File: src/rtl/tmvp_stream_sequencer.sv
// Stream sequencer for one Toeplitz matrix-vector product. It reads the first row, the first
// column and the vector from synchronous-read buffers and feeds the multiplier 2N-1 beats in
// order. The N product words are then written to the result buffer and done is pulsed.
module tmvp_stream_sequencer #(
    parameter int unsigned N          = 16,
    parameter int unsigned DATA_WIDTH = 8,
    parameter int unsigned ADDR_WIDTH = $clog2(N)
) (
    input  logic                  clk,
    input  logic                  reset,
    input  logic                  start,
    output logic                  busy,
    output logic                  done,
    output logic                  err,
    output logic                  mat_rd_en,
    output logic                  mat_rd_sel,
    output logic [ADDR_WIDTH-1:0] mat_rd_addr,
    input  logic [DATA_WIDTH-1:0] mat_rd_data,
    output logic                  vec_rd_en,
    output logic [ADDR_WIDTH-1:0] vec_rd_addr,
    input  logic [DATA_WIDTH-1:0] vec_rd_data,
    output logic [DATA_WIDTH-1:0] mul_tdata_row,
    output logic [DATA_WIDTH-1:0] mul_tdata_vec,
    output logic                  mul_tvalid,
    input  logic [DATA_WIDTH-1:0] mul_out_tdata,
    input  logic                  mul_out_tvalid,
    output logic                  res_wr_en,
    output logic [ADDR_WIDTH-1:0] res_wr_addr,
    output logic [DATA_WIDTH-1:0] res_wr_data
);

    // One extra bit so the issue index reaches 2N-2 and the output count reaches N.
    localparam int unsigned CntWidth = ADDR_WIDTH + 1;
    localparam logic [CntWidth-1:0] KLast  = CntWidth'(2 * N - 2);
    localparam logic [CntWidth-1:0] NumOut = CntWidth'(N);
    localparam logic [CntWidth-1:0] One    = CntWidth'(1);

    typedef enum logic [2:0] {StIdle, StIssue, StDrain, StCollect, StDone} state_e;

    state_e                state_q, state_d;
    logic [CntWidth-1:0]   k_q, k_d;
    logic [CntWidth-1:0]   count_q, count_d;
    logic                  drain_q, drain_d;
    logic                  err_d;
    logic                  active, wr_fire, stray;

    logic                  busy_d, done_d;
    logic                  mat_rd_en_d, mat_rd_sel_d, vec_rd_en_d;
    logic [ADDR_WIDTH-1:0] rd_addr_d;
    logic                  issue_d, hi_d;

    // Read-response stage: data arrives one cycle after the strobe.
    logic                  rsp_valid_q, rsp_zero_q;

    // Result collection: zero-latency write of each accepted multiplier output.
    always_comb begin
        active      = (state_q == StIssue) || (state_q == StDrain) || (state_q == StCollect);
        wr_fire     = active && mul_out_tvalid && (count_q != NumOut);
        stray       = mul_out_tvalid && !wr_fire;
        res_wr_en   = wr_fire;
        res_wr_addr = wr_fire ? count_q[ADDR_WIDTH-1:0] : '0;
        res_wr_data = wr_fire ? mul_out_tdata : '0;
    end

    // State and counter registers.
    always_ff @(posedge clk or posedge reset) begin
        if (reset) begin
            state_q <= StIdle;
            k_q     <= '0;
            count_q <= '0;
            drain_q <= 1'b0;
            err     <= 1'b0;
        end else begin
            state_q <= state_d;
            k_q     <= k_d;
            count_q <= count_d;
            drain_q <= drain_d;
            err     <= err_d;
        end
    end

    // Next-state and counter logic.
    always_comb begin
        state_d = state_q;
        k_d     = k_q;
        count_d = count_q;
        drain_d = drain_q;
        err_d   = err_q_or_stray();
        if (wr_fire) begin
            count_d = count_q + One;
        end
        unique case (state_q)
            StIdle: begin
                if (start) begin
                    state_d = StIssue;
                    k_d     = '0;
                    count_d = '0;
                    err_d   = stray;
                end
            end
            StIssue: begin
                if (k_q == KLast) begin
                    state_d = StDrain;
                    drain_d = 1'b0;
                end else begin
                    k_d = k_q + One;
                end
            end
            StDrain: begin
                if (drain_q) begin
                    state_d = StCollect;
                end else begin
                    drain_d = 1'b1;
                end
            end
            StCollect: begin
                // Look at the post-write count so the Nth write is followed directly by done.
                if (count_d == NumOut) begin
                    state_d = StDone;
                end
            end
            StDone: begin
                state_d = StIdle;
            end
            default: begin
                state_d = StIdle;
            end
        endcase
    end

    function automatic logic err_q_or_stray();
        return err | stray;
    endfunction

    // Next values of the registered status and read-port outputs.
    always_comb begin
        issue_d      = (state_d == StIssue);
        hi_d         = (k_d >= NumOut);
        busy_d       = (state_d != StIdle);
        done_d       = (state_d == StDone);
        mat_rd_en_d  = issue_d;
        mat_rd_sel_d = issue_d && hi_d;
        vec_rd_en_d  = issue_d && !hi_d;
        rd_addr_d    = '0;
        if (issue_d) begin
            // Row is walked backwards from N-1, then column forwards from 1.
            rd_addr_d = hi_d ? ADDR_WIDTH'(k_d - NumOut + One)
                             : ADDR_WIDTH'(NumOut - One - k_d);
        end
    end

    // Registered outputs and the beat pipeline.
    always_ff @(posedge clk or posedge reset) begin
        if (reset) begin
            busy          <= 1'b0;
            done          <= 1'b0;
            mat_rd_en     <= 1'b0;
            mat_rd_sel    <= 1'b0;
            mat_rd_addr   <= '0;
            vec_rd_en     <= 1'b0;
            vec_rd_addr   <= '0;
            rsp_valid_q   <= 1'b0;
            rsp_zero_q    <= 1'b0;
            mul_tvalid    <= 1'b0;
            mul_tdata_row <= '0;
            mul_tdata_vec <= '0;
        end else begin
            busy          <= busy_d;
            done          <= done_d;
            mat_rd_en     <= mat_rd_en_d;
            mat_rd_sel    <= mat_rd_sel_d;
            mat_rd_addr   <= rd_addr_d;
            vec_rd_en     <= vec_rd_en_d;
            vec_rd_addr   <= vec_rd_en_d ? rd_addr_d : '0;
            rsp_valid_q   <= mat_rd_en;
            rsp_zero_q    <= mat_rd_en && !vec_rd_en;
            mul_tvalid    <= rsp_valid_q;
            mul_tdata_row <= rsp_valid_q ? mat_rd_data : '0;
            mul_tdata_vec <= (rsp_valid_q && !rsp_zero_q) ? vec_rd_data : '0;
        end
    end

endmodule

File: config.mk
export PLATFORM = sky130hd
export DESIGN_NAME = tmvp_stream_sequencer
export DESIGN_NICKNAME = d
export VERILOG_FILES = /design/src/rtl/tmvp_stream_sequencer.sv
export SDC_FILE = /design/constraint.sdc
export NUM_CORES = 1
export LEC_CHECK = 0
export ABC_CLOCK_PERIOD_IN_PS = 6500
export CAP_MARGIN = 15
export CORE_AREA = 2 2 68 70
export CTS_BUF_LIST = sky130_fd_sc_hd__clkbuf_4 sky130_fd_sc_hd__clkbuf_8
export CTS_CLUSTER_DIAMETER = 60
export CTS_CLUSTER_SIZE = 24
export DETAILED_ROUTE_END_ITERATION = 10
export DIE_AREA = 0 0 70 72
export PLACE_DENSITY = 0.84
export SYNTH_ARGS = -nofsm -noshare
export SYNTH_HDL_FRONTEND = slang
export SYNTH_SLANG_ARGS = --single-unit
File: constraint.sdc
create_clock -name clk -period 6.5 [get_ports clk]
set_clock_uncertainty 0.1 [all_clocks]
set_input_delay 1.3 -clock clk [delete_from_list [all_inputs] [get_ports clk]]
set_output_delay 1.3 -clock clk [all_outputs]
set_load 0.1 [all_outputs]
==> impl_metrics.json <==
{
  "finalCriticalPeriod_ns": 5.02,
  "num_vias": 1545,
  "wl_um": 4180,
  "multiInputGateArea_sq_um": 778,
  "diodes": 0,
  "fin_ws_ns": 1.48,
  "grt_antenna_before_repair": 0,
  "synth_cell_types": 40,
  "setup_violations": 0,
  "rsz0062_at_grt": "false",
  "max_freq_mhz": 199,
  "hold_viol_final": 0,
  "drc": 0,
  "post_cts.repair.setup_buffers": 0,
  "netlist_area_sq_mm": 0.00205,
  "drt-wirelength-per-cell_um": 13.5,
  "slew_headroom_pct": 33.7,
  "drive_gt1_share_pct": 11.3,
  "ant_nets": 0,
  "cp_max_fo": 14,
  "fill_cells": 337,
  "synth_fp_nets": 217,
  "grt_use_total_pct": 16.9,
  "htreeDepth": 2,
  "root_buffer": "clkbuf_8",
  "cts_tree": "yes",
  "nNetsFinal": 290,
  "synth_xor_area_share_pct": 1.71,
  "numCtsBuffers": 5,
  "pre_cts_ws_ns": 1.47,
  "synth_compound_area_share_pct": 9.34,
  "insertion_delay_ns": 0.29,
  "cp.buffers_inverters": 3,
  "status": "finished, final reports clean",
  "setup_tns_ns": 0,
  "slowest_stage": "clkdlybuf4s50_1",
  "fin_cells": 309,
  "worstSetupStartpointType": "primary input",
  "drtPass1Iterations": 4,
  "cts_buffer_depth": 2,
  "grt_pass1_wl_um": 6760,
  "hold_class": "reg2reg",
  "cp.arrival_ns": 3.62,
  "reg2reg_slack_ns": 4.04,
  "yosys.area_share.simple_pct": 21.7,
  "critical-path-max-stage-delay_ns": 1.15,
  "path_common_cell": "clkdlybuf4s50_1",
  "slew_violations": 0,
  "die_h_um": 72,
  "crit_chain": "clkdlybuf4s50_1 > nand2b_1 > a311oi_2 > buf_4 > clkdlybuf4s50_1",
  "initial_core_util_pct": 48.1,
  "cts_hold_buf": 0,
  "row_count": 24,
  "worstMarginPinSlew_ns": 0.991,
  "gp_congestion": 0.851,
  "grt_max_degree": 48,
  "area_growth_pct": 39.1,
  "hpwl_um": 3150,
  "clock-sinks": 47,
  "portBuffers": 71,
  "worstSetupEndpointType": "output port",
  "fin_crit_sh_pct": 77.2,
  "worstPathRequired_ns": 5.10,
  "syn_area_per_cell_sq_um": 11.2,
  "path_class": "in2out",
  "cap_violations": 0,
  "routed_via_density": 5.00,
  "synth_fa_ha_area_share_pct": 3.66,
  "synth.area.mux_share_pct": 1.53,
  "die-area_sq_mm": 0.00504,
  "seq_area_sq_mm": 0.00118,
  "core-area_sq_mm": 0.00426,
  "dp_cells": 301,
  "io-pin-count": 72,
  "die_w_um": 70,
  "first_global_vias": 1517,
  "ctsResizeCount": 0,
  "yosysSeqAreaShare_pct": 57.4,
  "synth_top_family_by_area": "simple AND/OR/NAND/NOR gates",
  "clkTransAtPathRegs_ns": 0.08,
  "syn-instance-count": 183,
  "yosysWarnings": 0,
  "grt_overflow_total": 0,
  "drtIter0Drc": 77,
  "path_delay_family": "buffers and inverters",
  "ys_seq_elements": 47
}
## Yosys cell counts
master,number,area [sq um]
a211oi_1,1,7.51
a21o_1,1,7.51
a21oi_1,6,30.0
a311oi_1,1,8.76
a311oi_2,2,30.0
a31o_1,1,8.76
a31oi_1,2,12.5
a31oi_2,1,12.5
and2_1,26,163
and2_2,1,7.51
and3_1,4,25.0
and4_1,1,8.76
and4b_1,2,20.0
buf_2,1,5.00
buf_6,3,33.8
clkbuf_1,2,7.51
dfrtp_1,47,1180
ha_1,6,75.1
inv_1,13,48.8
mux2_1,1,11.3
mux2i_1,2,20.0
nand2_1,8,30.0
nand2b_1,1,6.26
nand3_1,2,10.0
nor2_1,22,82.6
nor2b_1,2,12.5
nor3_1,3,15.0
nor3_2,1,10.0
nor3b_1,2,15.0
o211ai_1,1,7.51
o21a_4,1,15.0
o21ai_0,3,15.0
o22ai_1,3,18.8
o31a_1,1,8.76
o41ai_1,1,8.76
or2_2,1,6.26
or3b_1,1,8.76
or4_4,1,11.3
or4b_4,1,13.8
xor2_1,4,35.0
## per-stage QoR
| step | area, sq um | hold slack, ns | util, % |
|---|---|---|---|
| 2_1_floorplan | 2050 | 0.343 | - |
| 3_3_place_gp | 2760 | 0.285 | 64.8 |
| 3_5_place_dp | 2760 | 0.290 | 64.8 |
| 4_1_cts | 2850 | 0.309 | 66.8 |
| 5_1_grt | 2850 | 0.332 | 66.8 |
| 6_report | 2850 | 0.303 | 66.8 |
## cell usage in the layout, fill, tap and decap left out, types with 2 or more instances in the layout
cell type	count
o22ai_1	3
buf_4	11
a31oi_1	2
nand3_1	2
a21oi_1	6
dfrtp_1	47
nor2_1	22
a311oi_2	2
clkdlybuf4s50_1	61
xor2_1	4
ha_1	6
o21ai_0	3
clkbuf_8	5
mux2i_1	2
and3_1	4
inv_1	12
nor3b_1	2
nor2b_1	2
nor3_1	3
and4b_1	2
and2_1	26
nand2_1	8
## worst paths after layout
path                                start             end  cells past startpoint
max                        mul_out_tvalid       res_wr_en                      5
min                             mat_rd_en     rsp_valid_q                      0
max reg2reg                    state_q[1]  mat_rd_addr[1]                      7
min reg2reg                     mat_rd_en     rsp_valid_q                      0
max in group asynchronous           reset      mat_rd_sel                      2
min in group asynchronous           reset      count_q[3]                      2
## final cells by class
cell class / count / share of cell area (%)
inverters: 13 / 1.71
flip-flops and latches: 47 / 41.3
multi-input cells: 117 / 27.3
clock buffers: 6 / 2.68
repair buffers: 72 / 24.3
well taps: 52 / 2.28
clock inverters: 2 / 0.439
## routing by layer
metal | up-vias | track usage, % | share of wire (%)
met2 | 50 | 30.1 | 53
met5 | - | 0 | 0
met4 | 0 | 7.69 | 1.3
met1 | 736 | 20.1 | 41
li1 | 754 | - | -
met3 | 5 | 3.06 | 4.4
## registers in the layout, indices dropped and copies added, names as in the netlist
signal,cells
mul_tvalid,1
mul_tdata_vec,8
count_q,5
mul_tdata_row,8
mat_rd_en,1
vec_rd_en,1
busy,1
err,1
state_q,3
mat_rd_addr,4
k_q,5
drain_q,1
rsp_zero_q,1
vec_rd_addr,4
mat_rd_sel,1
done,1
rsp_valid_q,1
## cell families after synthesis
group                      after synthesis
muxes                                    3
buffers and inverters                   19
and+or+nand+nor                         79
DFF                                     47
adders and majority gates                6
xor gates and xnor gates                 4
AOI/OAI and AO/OA                       25
Power is left out: the tool's default activity adds up to more than one toggle a clock period on the data nets, which glitch-free logic cannot reach.
